<file path="config.mk">
export PLATFORM = sky130hd
export DESIGN_NAME = mode_counter
export DESIGN_NICKNAME = d
export VERILOG_FILES = /design/src/rtl/mode_counter.sv
export SDC_FILE = /design/constraint.sdc
export NUM_CORES = 1
export LEC_CHECK = 0
export ABC_AREA = 1
export BUFFER_PORTS_ARGS = -buffer_cell sky130_fd_sc_hd__buf_4
export CORE_AREA = 2 2 39 41
export CTS_BUF_LIST = sky130_fd_sc_hd__clkbuf_4
export DETAILED_ROUTE_END_ITERATION = 8
export DIE_AREA = 0 0 41 43
export PLACE_DENSITY = 0.67
export SLEW_MARGIN = 15
export SYNTH_ARGS = -nofsm -noshare
export SYNTH_HDL_FRONTEND = slang
export SYNTH_SLANG_ARGS = --single-unit
</file>
<file path="constraint.sdc">
create_clock -name clock -period 1.46 [get_ports clock]
set_input_delay 0.438 -clock clock [delete_from_list [all_inputs] [get_ports clock]]
set_output_delay 0.438 -clock clock [all_outputs]
set_load 0.01 [all_outputs]
</file>
<file path="src/rtl/mode_counter.sv">
// Multi-mode counter: up, down, reverse (bounce) and Johnson sequencing with load and terminal count.
// Define MODE_COUNTER_JOHNSON_EN to build Johnson mode; otherwise mode 3 aliases to up.
module mode_counter #(
    parameter  int MAX   = 16,
    localparam int WIDTH = $clog2(MAX)
) (
    input  logic             clock,
    input  logic             reset,
    input  logic             enable,
    input  logic [1:0]       mode,
    input  logic             load,
    input  logic [WIDTH-1:0] load_value,
    output logic [WIDTH-1:0] count,
    output logic             dir,
    output logic             tc
);

    localparam logic [1:0] MODE_UP     = 2'd0;
    localparam logic [1:0] MODE_DOWN   = 2'd1;
    localparam logic [1:0] MODE_BOUNCE = 2'd2;

    localparam logic [WIDTH-1:0] TOP    = WIDTH'(MAX - 1);
    localparam logic [WIDTH-1:0] TOP_M1 = WIDTH'(MAX - 2);
    localparam logic [WIDTH-1:0] ZERO   = '0;
    localparam logic [WIDTH-1:0] ONE    = WIDTH'(1);

    logic             is_johnson;
    logic             over_range;
    logic [WIDTH-1:0] count_step;
    logic             dir_step;
    logic [WIDTH-1:0] load_eff;

`ifdef MODE_COUNTER_JOHNSON_EN
    localparam logic [WIDTH-1:0] JOHNSON_TC = ONE << (WIDTH - 1);
    logic [WIDTH-1:0] johnson_next;

    // Shift left, feeding back the inverted MSB; the cast drops the old MSB.
    assign johnson_next = WIDTH'({count, ~count[WIDTH-1]});
    assign is_johnson   = (mode == 2'd3);
`else
    assign is_johnson   = 1'b0;
`endif

    // Counts above MAX-1 can only appear after Johnson mode or a Johnson load.
    assign over_range = (count > TOP);
    assign load_eff   = (!is_johnson && (load_value > TOP)) ? TOP : load_value;

    always_comb begin
        count_step = count;
        dir_step   = dir;
        if (is_johnson) begin
`ifdef MODE_COUNTER_JOHNSON_EN
            count_step = johnson_next;
`endif
        end else begin
            case (mode)
                MODE_DOWN: begin
                    if (over_range || count == ZERO) count_step = TOP;
                    else                             count_step = count - ONE;
                end
                MODE_BOUNCE: begin
                    if (over_range) begin
                        count_step = TOP;
                    end else if (dir) begin
                        if (count == TOP) begin
                            count_step = TOP_M1;
                            dir_step   = 1'b0;
                        end else begin
                            count_step = count + ONE;
                        end
                    end else begin
                        if (count == ZERO) begin
                            count_step = ONE;
                            dir_step   = 1'b1;
                        end else begin
                            count_step = count - ONE;
                        end
                    end
                end
                default: begin
                    if (count >= TOP) count_step = ZERO;
                    else              count_step = count + ONE;
                end
            endcase
        end
    end

    always_comb begin
        tc = 1'b0;
        if (is_johnson) begin
`ifdef MODE_COUNTER_JOHNSON_EN
            tc = (count == JOHNSON_TC);
`endif
        end else begin
            case (mode)
                MODE_DOWN:   tc = (count == ZERO);
                MODE_BOUNCE: tc = (dir && count == TOP) || (!dir && count == ZERO);
                default:     tc = (count == TOP);
            endcase
        end
    end

    always_ff @(posedge clock) begin
        if (reset) begin
            count <= ZERO;
            dir   <= 1'b1;
        end else if (load) begin
            count <= load_eff;
        end else if (enable) begin
            count <= count_step;
            dir   <= dir_step;
        end
    end

endmodule

</file>
==> reports/metrics.yaml, run 1 <==
worst_path_largest_cell_delay_ns: 0.38
num-fill-cells: 120
die_w_um: 41
synth_compound_area_share_pct: 18.47
die_area_mm2: 0.001763
fin_ws_ns: -0.3395
wl_per_cell_um: 11.86
routed_wl_um: 1731
antenna_found_initial: 0
core_mm2: 0.001384
place_ws_ns: -0.1742
clk_latency_ns: 0.24
ys_types: 23
rrSetupSlack_ns: -0.06
syn-cell-area_um2: 555.5
crit_fanout: 4
crit_path_top_delay_cell: "dfxtp_4"
ant_nets: 0
failed_checks: "setup timing"
seq_area_frac_synth_pct: 18.02
power.total_mw: 0.6744
power.density_mw_per_mm2: 672.1
yosys_warnings: 0
r2r-start: "count[0]"
diodes: 0
grt_pass1_wl_um: 2635
dieHeight_um: 43
drt-initial-drc-count: 30
intPower_mw: 0.4444
setup_viol: 2
fmax_ghz: 0.5557
fin_crit_ns: 1.800
cts_htree_levels: 1
postSynthAreaPerCell_um2: 5.973
hold_viol: 0
synth_top_family_by_area: "simple AND/OR/NAND/NOR gates"
portBuffers: 15
worst_slew_pin_slew_ns: 0.3231
synth_fa_ha_area_share_pct: 9.009
ir_drop_mv: 0.5687
path_clk_slew_ns: 0.05
worstHoldEndpoint: "count[2]"
worstReg2RegEnd: "count[2]"
final_common_cell: "buf_4"
yosysTopAreaCell: "nand2_1"
worstPathCellList: "inv_4, ha_4, nand2_4, inv_4, nor2_1, o21ai_2, nand2_1, o21ai_2, buf_4"
io_pins: 16
syn_nets: 107
worst-path-buf-inv: 3
synth_cells: 93
track_usage_pct: 21.61
outcome: "finished, violations left"
critPathTopFamily: "flip-flops"
tritoncts: "yes"
clockBufferDepth: 2
dp_hpwl_um: 1357
drc: 0
dp_cells: 140
critPathArrivalTime_ns: 1.36
nNetsFinal: 145
num_rows: 14
synth_simple_gate_area_share_pct: 40.54
period_share_pct: 123.3
reg2reg_depth: 10
via_count: 757
grt_pass1_vias: 674
cts_sinks: 5
grt_remaining_overflow: 0
yosys.area_share.xor_xnor_pct: 3.153
finClkSkew_ns: 0.007840
worstHoldStart: "reset"
clockRootBuffer: "clkbuf_4"
maxCapViolCount: 0
cp-start-kind: "flop"
maxSlewViolCount: 0
critPathKind: "flop to output pin"
start_util_pct: 40.14
switching_share_pct: 34.10
p_sw_mw: 0.2300
comb_power_share_pct: 49.9
cts_buffers: 3
hp-class: "input port to flop"
pwr-share-seq_pct: 23.9
p_clk_share_pct: 26.2
hold_depth: 2
hold_buffers: 0
cp-end-kind: "output pin"
synthToLayoutAreaGrowth_pct: 80.63
viasPerCell: 5.185
first_pass_iters: 4
grt_setup_unrepaired: "true"
grt_start_max_net_pins: 7
power_leakage_nw: 0.4898
fin_cells: 146
max_slew_margin_pct: 78.23
place.gp.congestion: 0.9384
synthMuxAreaShare_pct: 0
yosysTopAreaCellShare_pct: 19.59
synth_area_leaders: "nand2_1, dfxtp_1, ha_1"
layout_common_cells: "buf_4, nand2_1, inv_1"
cp.required_ns: 1.02
synth_seq_cells: 5
drive_above_1_share_pct: 52.31
cell type report:
class                           instances  area [um^2]  share of cell area (%)
Timing Repair Buffer                   34        270.3                   26.93
Sequential cell                         5        110.1                   10.97
Clock buffer                            4        30.03                   2.993
Inverter                               13        53.80                   5.362
Multi-Input combinational cell         74        519.2                   51.75
Tap cell                               16        20.02                   1.995
sequential cells by signal (all words and copies together) (netlist names):
register  flops
dir           1
count         4
worst reg2reg max path, stage by stage (launching register included):
cell	delay [ns]
dfxtp_4	0.38
inv_4	0.05
ha_4	0.16
buf_6	0.11
buf_6	0.12
xnor2_4	0.12
o21ai_2	0.13
nand3_1	0.10
nand3_2	0.09
nand3_2	0.07
a21oi_2	0.13
kinds of logic after synthesis:
group / count (synthesis)
AOI/OAI and AO/OA: 16
xor gates and xnor gates: 2
adders and majority gates: 4
buffers and inverters: 14
DFF: 5
and+or+nand+nor: 52
how the worst max path moves through the flow:
stage | startpoint | to | slack [ns] | depth (start not counted)
final | count[0] | tc | -0.34 | 9
after global routing | count[0] | tc | -0.47 | 9
after CTS | count[0] | tc | -0.33 | 8
after detailed placement | mode[0] | tc | -0.17 | 8
after global placement | mode[0] | tc | -0.15 | 8
after floorplan | count[0] | tc | 0.003 | 7
power groups by stage:
stage / Clock (mW) / Sequential (mW) / Combinational (mW)
after floorplan: 0 / 0.167 / 0.137
after global placement: 0 / 0.163 / 0.255
after detailed placement: 0 / 0.163 / 0.260
after CTS: 0.185 / 0.161 / 0.261
after global routing: 0.208 / 0.163 / 0.367
final: 0.177 / 0.162 / 0.336
synthesized netlist by cell type:
| master | number |
|---|---|
| dfxtp_1 | 5 |
| o21ai_1 | 2 |
| o211ai_1 | 2 |
| a22oi_1 | 2 |
| a31oi_1 | 1 |
| a41oi_1 | 1 |
| ha_1 | 4 |
| nor2_1 | 9 |
| or2_2 | 1 |
| inv_2 | 1 |
| nor2_2 | 1 |
| nand2_1 | 29 |
| inv_1 | 12 |
| nand3_2 | 1 |
| buf_6 | 1 |
| a21oi_2 | 1 |
| o21ai_0 | 4 |
| nand2_2 | 3 |
| o2111ai_1 | 1 |
| xnor2_1 | 2 |
| nand3_1 | 7 |
| a21oi_1 | 2 |
| nand4_1 | 1 |
timing repair:
action                                  CTS  global route
buffers inserted                          0             2
endpoints found under the setup margin    1             4
gates resized for setup                   0            21
pin swaps                                 3             7
per-layer routing:
metal | up-vias | global-route usage [%] | share of wire (%)
met3 | 2 | 3.141 | 3.4
met1 | 350 | 29.68 | 45
met5 | - | 0 | 0
met4 | 0 | 8.000 | 0.35
met2 | 26 | 32.81 | 51
li1 | 379 | - | -
metrics by stage:
step | util (%) | TNS (ns) | hold slack (ns) | cell area, um^2
2_1_floorplan | - | 0 | 0.4974 | 618.1
3_3_place_gp | 62.66 | -0.5123 | 0.6343 | 867.1
3_5_place_dp | 62.66 | -0.5856 | 0.6339 | 867.1
4_1_cts | 64.83 | -0.3342 | 0.3790 | 897.1
5_1_grt | 72.51 | -0.6592 | 0.3644 | 1003
6_report | 72.51 | -0.4033 | 0.3850 | 1003
Note: power is estimated with default switching activity, not from simulation.
==> inputs of run 2 (changes only) <==
CTS_BUF_LIST = sky130_fd_sc_hd__clkbuf_4 sky130_fd_sc_hd__clkbuf_8   (was sky130_fd_sc_hd__clkbuf_4)
SETUP_SLACK_MARGIN = 0.1   (was unset)
==> run 2 against run 1 <==
The run still ends with setup timing left. Sequential power hardly changed. Maximum frequency increased by 1.4%. Register-to-register slack improved by 0.12 ns. Die area did not move. Global-route usage shrank 0.30 points. Clock skew is 0.0020 ns lower. Clock-buffer cell count stayed put. Critical path depth did not move. Cell area rose by 0.62%. Worst hold slack worse by 0.0057 ns.
==> reports/metrics.yaml, run 2 (synthesis results as in run 1) <==
outcome: "finished, violations left"
failed_checks: "setup timing"
final_common_cell: "buf_4"
seq_area_um2: 112.6  # +2.3%
clockRootBuffer: "clkbuf_4"
fin_crit_ns: 1.775  # -0.02421 ns
hold_depth: 2  # unchanged
num-fill-cells: 123  # +2.5%
worst_slew_pin_slew_ns: 0.2930  # -0.03010 ns
cts_htree_levels: 1  # unchanged
hp-class: "input port to flop"
fin_cells: 148  # +1.4%
grt_pass1_wl_um: 2642  # +0.27%
synthToLayoutAreaGrowth_pct: 81.76
crit_fanout: 4  # unchanged
fin_ws_ns: -0.3153  # +0.02421 ns
largest_reg_flops: 4  # unchanged
finClkSkew_ns: 0.005819  # -0.002021 ns
clockBufferDepth: 2  # unchanged
ir_drop_mv: 0.5913  # +4.0%
place.gp.congestion: 0.9675  # +3.1%
cp.required_ns: 1.02  # about the same
cp-end-kind: "output pin"
reg2reg_depth: 13  # +3
grt_pass1_vias: 657  # -2.5%
nNetsFinal: 147  # +1.4%
tritoncts: "yes"
drc: 0  # unchanged
multi_input_area_um2: 508.0  # -2.2%
dp_hpwl_um: 1372  # +1.1%
critPathKind: "flop to output pin"
die_w_um: 41  # unchanged
io_pins: 16  # unchanged
cp-start-kind: "flop"
clk_latency_ns: 0.24  # about the same
die_area_mm2: 0.001763  # unchanged
layout_common_cells: "buf_4, nand2_1, inv_1"
hold_buffers: 0  # unchanged
grt_start_max_net_pins: 7  # unchanged
path_clk_slew_ns: 0.04  # about the same
viasPerCell: 4.899  # -5.5%
maxSlewViolCount: 0  # unchanged
regMostFlops: "count"
cts_sinks: 5  # unchanged
dp_cells: 141  # +0.71%
drive_above_1_share_pct: 52.27  # about the same
period_share_pct: 121.6  # -1.7 points
cts_buffers: 3  # unchanged
start_util_pct: 40.14  # unchanged
portBuffers: 15  # unchanged
grt_remaining_overflow: 0  # unchanged
grt_setup_unrepaired: "true"
rrSetupSlack_ns: 0.06  # +0.12 ns
ant_nets: 0  # unchanged
track_usage_pct: 21.31  # -0.30 points
routed_wl_um: 1670  # -3.5%
top_regs: "count: 4 flops, dir: 1 flops"
hold_viol: 0  # unchanged
fmax_ghz: 0.5633  # +1.4%
diodes: 0  # unchanged
power.density_mw_per_mm2: 660.3  # -1.8%
max_slew_margin_pct: 80.39  # +2.2 points
num_rows: 14  # unchanged
core_mm2: 0.001384  # unchanged
antenna_found_initial: 0  # unchanged
critPathArrivalTime_ns: 1.34  # -0.02 ns
via_count: 725  # -4.2%
maxCapViolCount: 0  # unchanged
wl_per_cell_um: 11.28  # -4.8%
first_pass_iters: 5  # +1
setup_viol: 1  # -1
finalSetupTns_ns: -0.3153  # +0.08795 ns
dieHeight_um: 43  # unchanged
drt-initial-drc-count: 20  # -33%
power_leakage_nw: 0.4936  # +0.77%
-- run 2: cell types whose count changed in the layout (fill, tap and decap cells not counted), moves of 2 or more --
cell	delta
o21ai_1	+2
buf_4	+2
o21ai_2	-2
nand2_2	+2
nand2_1	-2
-- run 2: final timing paths --
kind	from	end
min reg2reg	count[3]	count[3]
min	reset	count[3]
max reg2reg	count[1]	count[3]
max	count[1]	tc
-- run 2: timing repair --
item,in CTS,in global routing
gates resized for setup,4,16
pin swaps,5,8
buffers inserted,2,2
setup endpoints to repair,4,7
cloned,0,0
-- run 2: power breakdown --
part	internal, mW	switching [mW]	total [mW]
clock	0.122	0.0549	0.177
combinational	0.175	0.155	0.330
sequential	0.145	0.0149	0.160
-- run 2: final cells by class --
cell class / instances / area share, %
multi-input combinational: 74 / 50.31
timing repair buffer: 36 / 28.25
sequential: 5 / 11.15
inverter: 13 / 5.328
clock buffer: 4 / 2.974
tap: 16 / 1.983
-- run 2: worst max-delay path, cell delays in order, from the launching register on --
cell and delay [ns]:
dfxtp_4 0.35, inv_2 0.07, ha_4 0.15, nand2_4 0.06, inv_4 0.07, nor2_1 0.04, o21ai_1 0.12, nand2_1 0.07
o21ai_2 0.05, buf_4 0.13
-- run 2: through the flow --
stage / hold slack [ns] / util [%] / area [um^2] / total power [mW] / worst slack, ns
floorplan: 0.4974 / - / 618.1 / 0.3047 / 0.003344
global placement: 0.6367 / 63.20 / 874.6 / 0.4195 / -0.1216
detailed placement: 0.6336 / 63.20 / 874.6 / 0.4229 / -0.1620
CTS: 0.3656 / 67.63 / 935.9 / 0.6281 / -0.3228
global route: 0.3760 / 72.97 / 1010 / 0.7198 / -0.3965
finish: 0.3793 / 72.97 / 1010 / 0.6667 / -0.3153
-- run 2: routing by layer --
metal / up-vias / wire length, um / share of wire (%) / GRT usage (%)
met1: 309 / 753 / 45 / 30.32
met5: - / 0 / 0 / 0
met2: 28 / 828 / 50 / 34.06
met4: 0 / 14 / 0.84 / 6.000
li1: 386 / - / - / -
met3: 2 / 73 / 4.4 / 0
==> inputs of run 3 (changes only) <==
CORE_AREA = unset   (was 2 2 39 41)
CORE_UTILIZATION = 30   (was unset)
DIE_AREA = unset   (was 0 0 41 43)
PLACE_DENSITY = 0.51   (was 0.67)
==> run 3 against run 2 <==
The run still ends with setup timing left. Utilization decreased by 15 points. Sequential share of layout area increased by 0.084 points. Sequential power about the same. Critical path depth decreased by 1. Worst hold slack improved by 0.014 ns. Sequential cell count unchanged. Non-clock buffer count decreased by 1. Combinational power decreased by 2%. Critical endpoint unchanged. Largest power group unchanged. Highest routed layer unchanged.
==> reports/metrics.yaml, run 3 (synthesis results as in run 1) <==
fmax_ghz: 0.5605  # -0.49%
cts_sinks: 5  # unchanged
io_pins: 16  # unchanged
whs_ns: 0.3935  # +0.01417 ns
met2WireLength_um: 832  # +0.48%
cp-start-kind: "flop"
grt_pass1_wl_um: 2856  # +8.1%
period_share_pct: 122.2  # +0.60 points
clockBufferDepth: 2  # unchanged
worst_path_largest_cell_delay_ns: 0.38  # +0.03 ns
portBuffers: 15  # unchanged
num-fill-cells: 176  # +43%
worstPathCellList: "ha_4, nand3_4, nand2_2, nand2_2, o21ai_2, nand2_1, o21ai_2, buf_4"
dp_hpwl_um: 1375  # +0.24%
dpl-instance-area_um2: 878.3  # +0.43%
design_area_mm2: 0.001002  # -0.74%
power.total_mw: 0.6624  # -0.65%
cts_htree_levels: 1  # unchanged
clk_latency_ns: 0.24  # about the same
top_regs: "count: 4 flops, dir: 1 flops"
ir_drop_mv: 0.5612  # -5.1%
grt_remaining_overflow: 0  # unchanged
cp-end-kind: "output pin"
wl_met1_um: 889  # +18%
place_ws_ns: -0.1719  # -0.009851 ns
fin_cells: 156  # +5.4%
setup_viol: 2  # +1
rrSetupSlack_ns: -0.02  # -0.08 ns
place.gp.congestion: 0.8724  # -9.8%
ant_nets: 0  # unchanged
drive_above_1_share_pct: 53.44  # +1.2 points
fin_crit_ns: 1.784  # +0.008699 ns
finClkSkew_ns: 0.007524  # +0.001705 ns
crit_path_top_delay_cell: "dfxtp_4"
core_mm2: 0.001727  # +25%
layout_common_cells: "buf_4, nand2_1, inv_1"
drt-initial-drc-count: 16  # -20%
viasPerCell: 4.545  # -7.2%
die_area_mm2: 0.002028  # +15%
worstHoldEndpoint: "count[3]"
grt_start_max_net_pins: 7  # unchanged
critPathKind: "flop to output pin"
clockRootBuffer: "clkbuf_4"
fin_ws_ns: -0.3240  # -0.008699 ns
reg2reg_depth: 11  # -2
outcome: "finished, violations left"
maxCapViolCount: 0  # unchanged
dp_cells: 149  # +5.7%
crit_fanout: 4  # unchanged
largest_reg_flops: 4  # unchanged
via_count: 709  # -2.2%
finalSetupTns_ns: -0.3407  # -0.02537 ns
cp.required_ns: 1.02  # about the same
maxSlewViolCount: 0  # unchanged
synthToLayoutAreaGrowth_pct: 80.41
tritoncts: "yes"
antenna_found_initial: 0  # unchanged
failed_checks: "setup timing"
multi_input_area_um2: 500.5  # -1.5%
drc: 0  # unchanged
track_usage_pct: 19.37  # -1.9 points
first_pass_iters: 3  # -2
final_common_cell: "buf_4"
cts_buffers: 3  # unchanged
power_leakage_nw: 0.4871  # -1.3%
worstReg2RegEnd: "count[2]"
nNetsFinal: 146  # -0.68%
seq_area_um2: 112.6  # unchanged
worst_slew_pin_slew_ns: 0.3190  # +0.02593 ns
wl_per_cell_um: 11.33  # +0.38%
grt_setup_unrepaired: "true"
r2r-start: "count[0]"
die_w_um: 45.03  # +9.8%
fin_util_pct: 58.04  # -15 points
hold_viol: 0  # unchanged
diodes: 0  # unchanged
routed_wl_um: 1767  # +5.8%
hp-class: "input port to flop"
critPathArrivalTime_ns: 1.35  # about the same
hold_depth: 2  # unchanged
max_slew_margin_pct: 78.66  # -1.7 points
path_clk_slew_ns: 0.05  # about the same
maxUsedRoutingLayer: "met4"
dieHeight_um: 45.03  # +4.7%
grt_pass1_vias: 651  # -0.91%
power.density_mw_per_mm2: 660.9  # about the same
regMostFlops: "count"
start_util_pct: 32.17  # -8.0 points
num_rows: 15  # +1
worstHoldStart: "reset"
met3WireLength_um: 34  # -53%
==> run 3: per-layer routing <==
metal | track usage [%] | vias to the layer above
met4 | 5.455 | 0
met2 | 29.86 | 11
met5 | 0 | -
li1 | - | 384
met3 | 2.400 | 2
met1 | 28.19 | 312
==> run 3: worst max-delay path by stage <==
stage | start | end | slack [ns] | cells past startpoint
4_1_cts | count[0] | tc | -0.34 | 9
5_1_grt | count[0] | tc | -0.40 | 8
3_5_place_dp | mode[1] | tc | -0.17 | 8
3_3_place_gp | mode[1] | tc | -0.13 | 8
6_report | count[0] | tc | -0.32 | 8
2_1_floorplan | count[0] | tc | 0.003 | 7
==> run 3: where the power goes <==
group          switching (mW)  internal (mW)  leakage [nW]  total [mW]
clock network          0.0570          0.122        0.0184       0.179
logic                   0.156          0.166         0.425       0.322
registers              0.0161          0.145        0.0435       0.162
==> run 3: worst max-delay path, delay by kind of cell (launching register included) <==
family	cells	cell delay, ns
simple gates	4	0.28
compound gates	2	0.16
fa+ha+maj	1	0.15
buf+inv	1	0.13
flops	1	0.38
==> run 3: cell type report <==
| class | instances | share of cell area (%) |
|---|---|---|
| Multi-Input combinational cell | 74 | 49.94 |
| Timing Repair Buffer | 35 | 27.34 |
| Sequential cell | 5 | 11.24 |
| Inverter | 13 | 5.368 |
| Tap cell | 25 | 3.121 |
| Clock buffer | 4 | 2.996 |
==> run 3: timing repair <==
action	CTS	global route
hold buffers	0	0
endpoints found under the setup margin	5	5
setup buffers	4	1
pin swaps	12	7
resized for setup	9	9
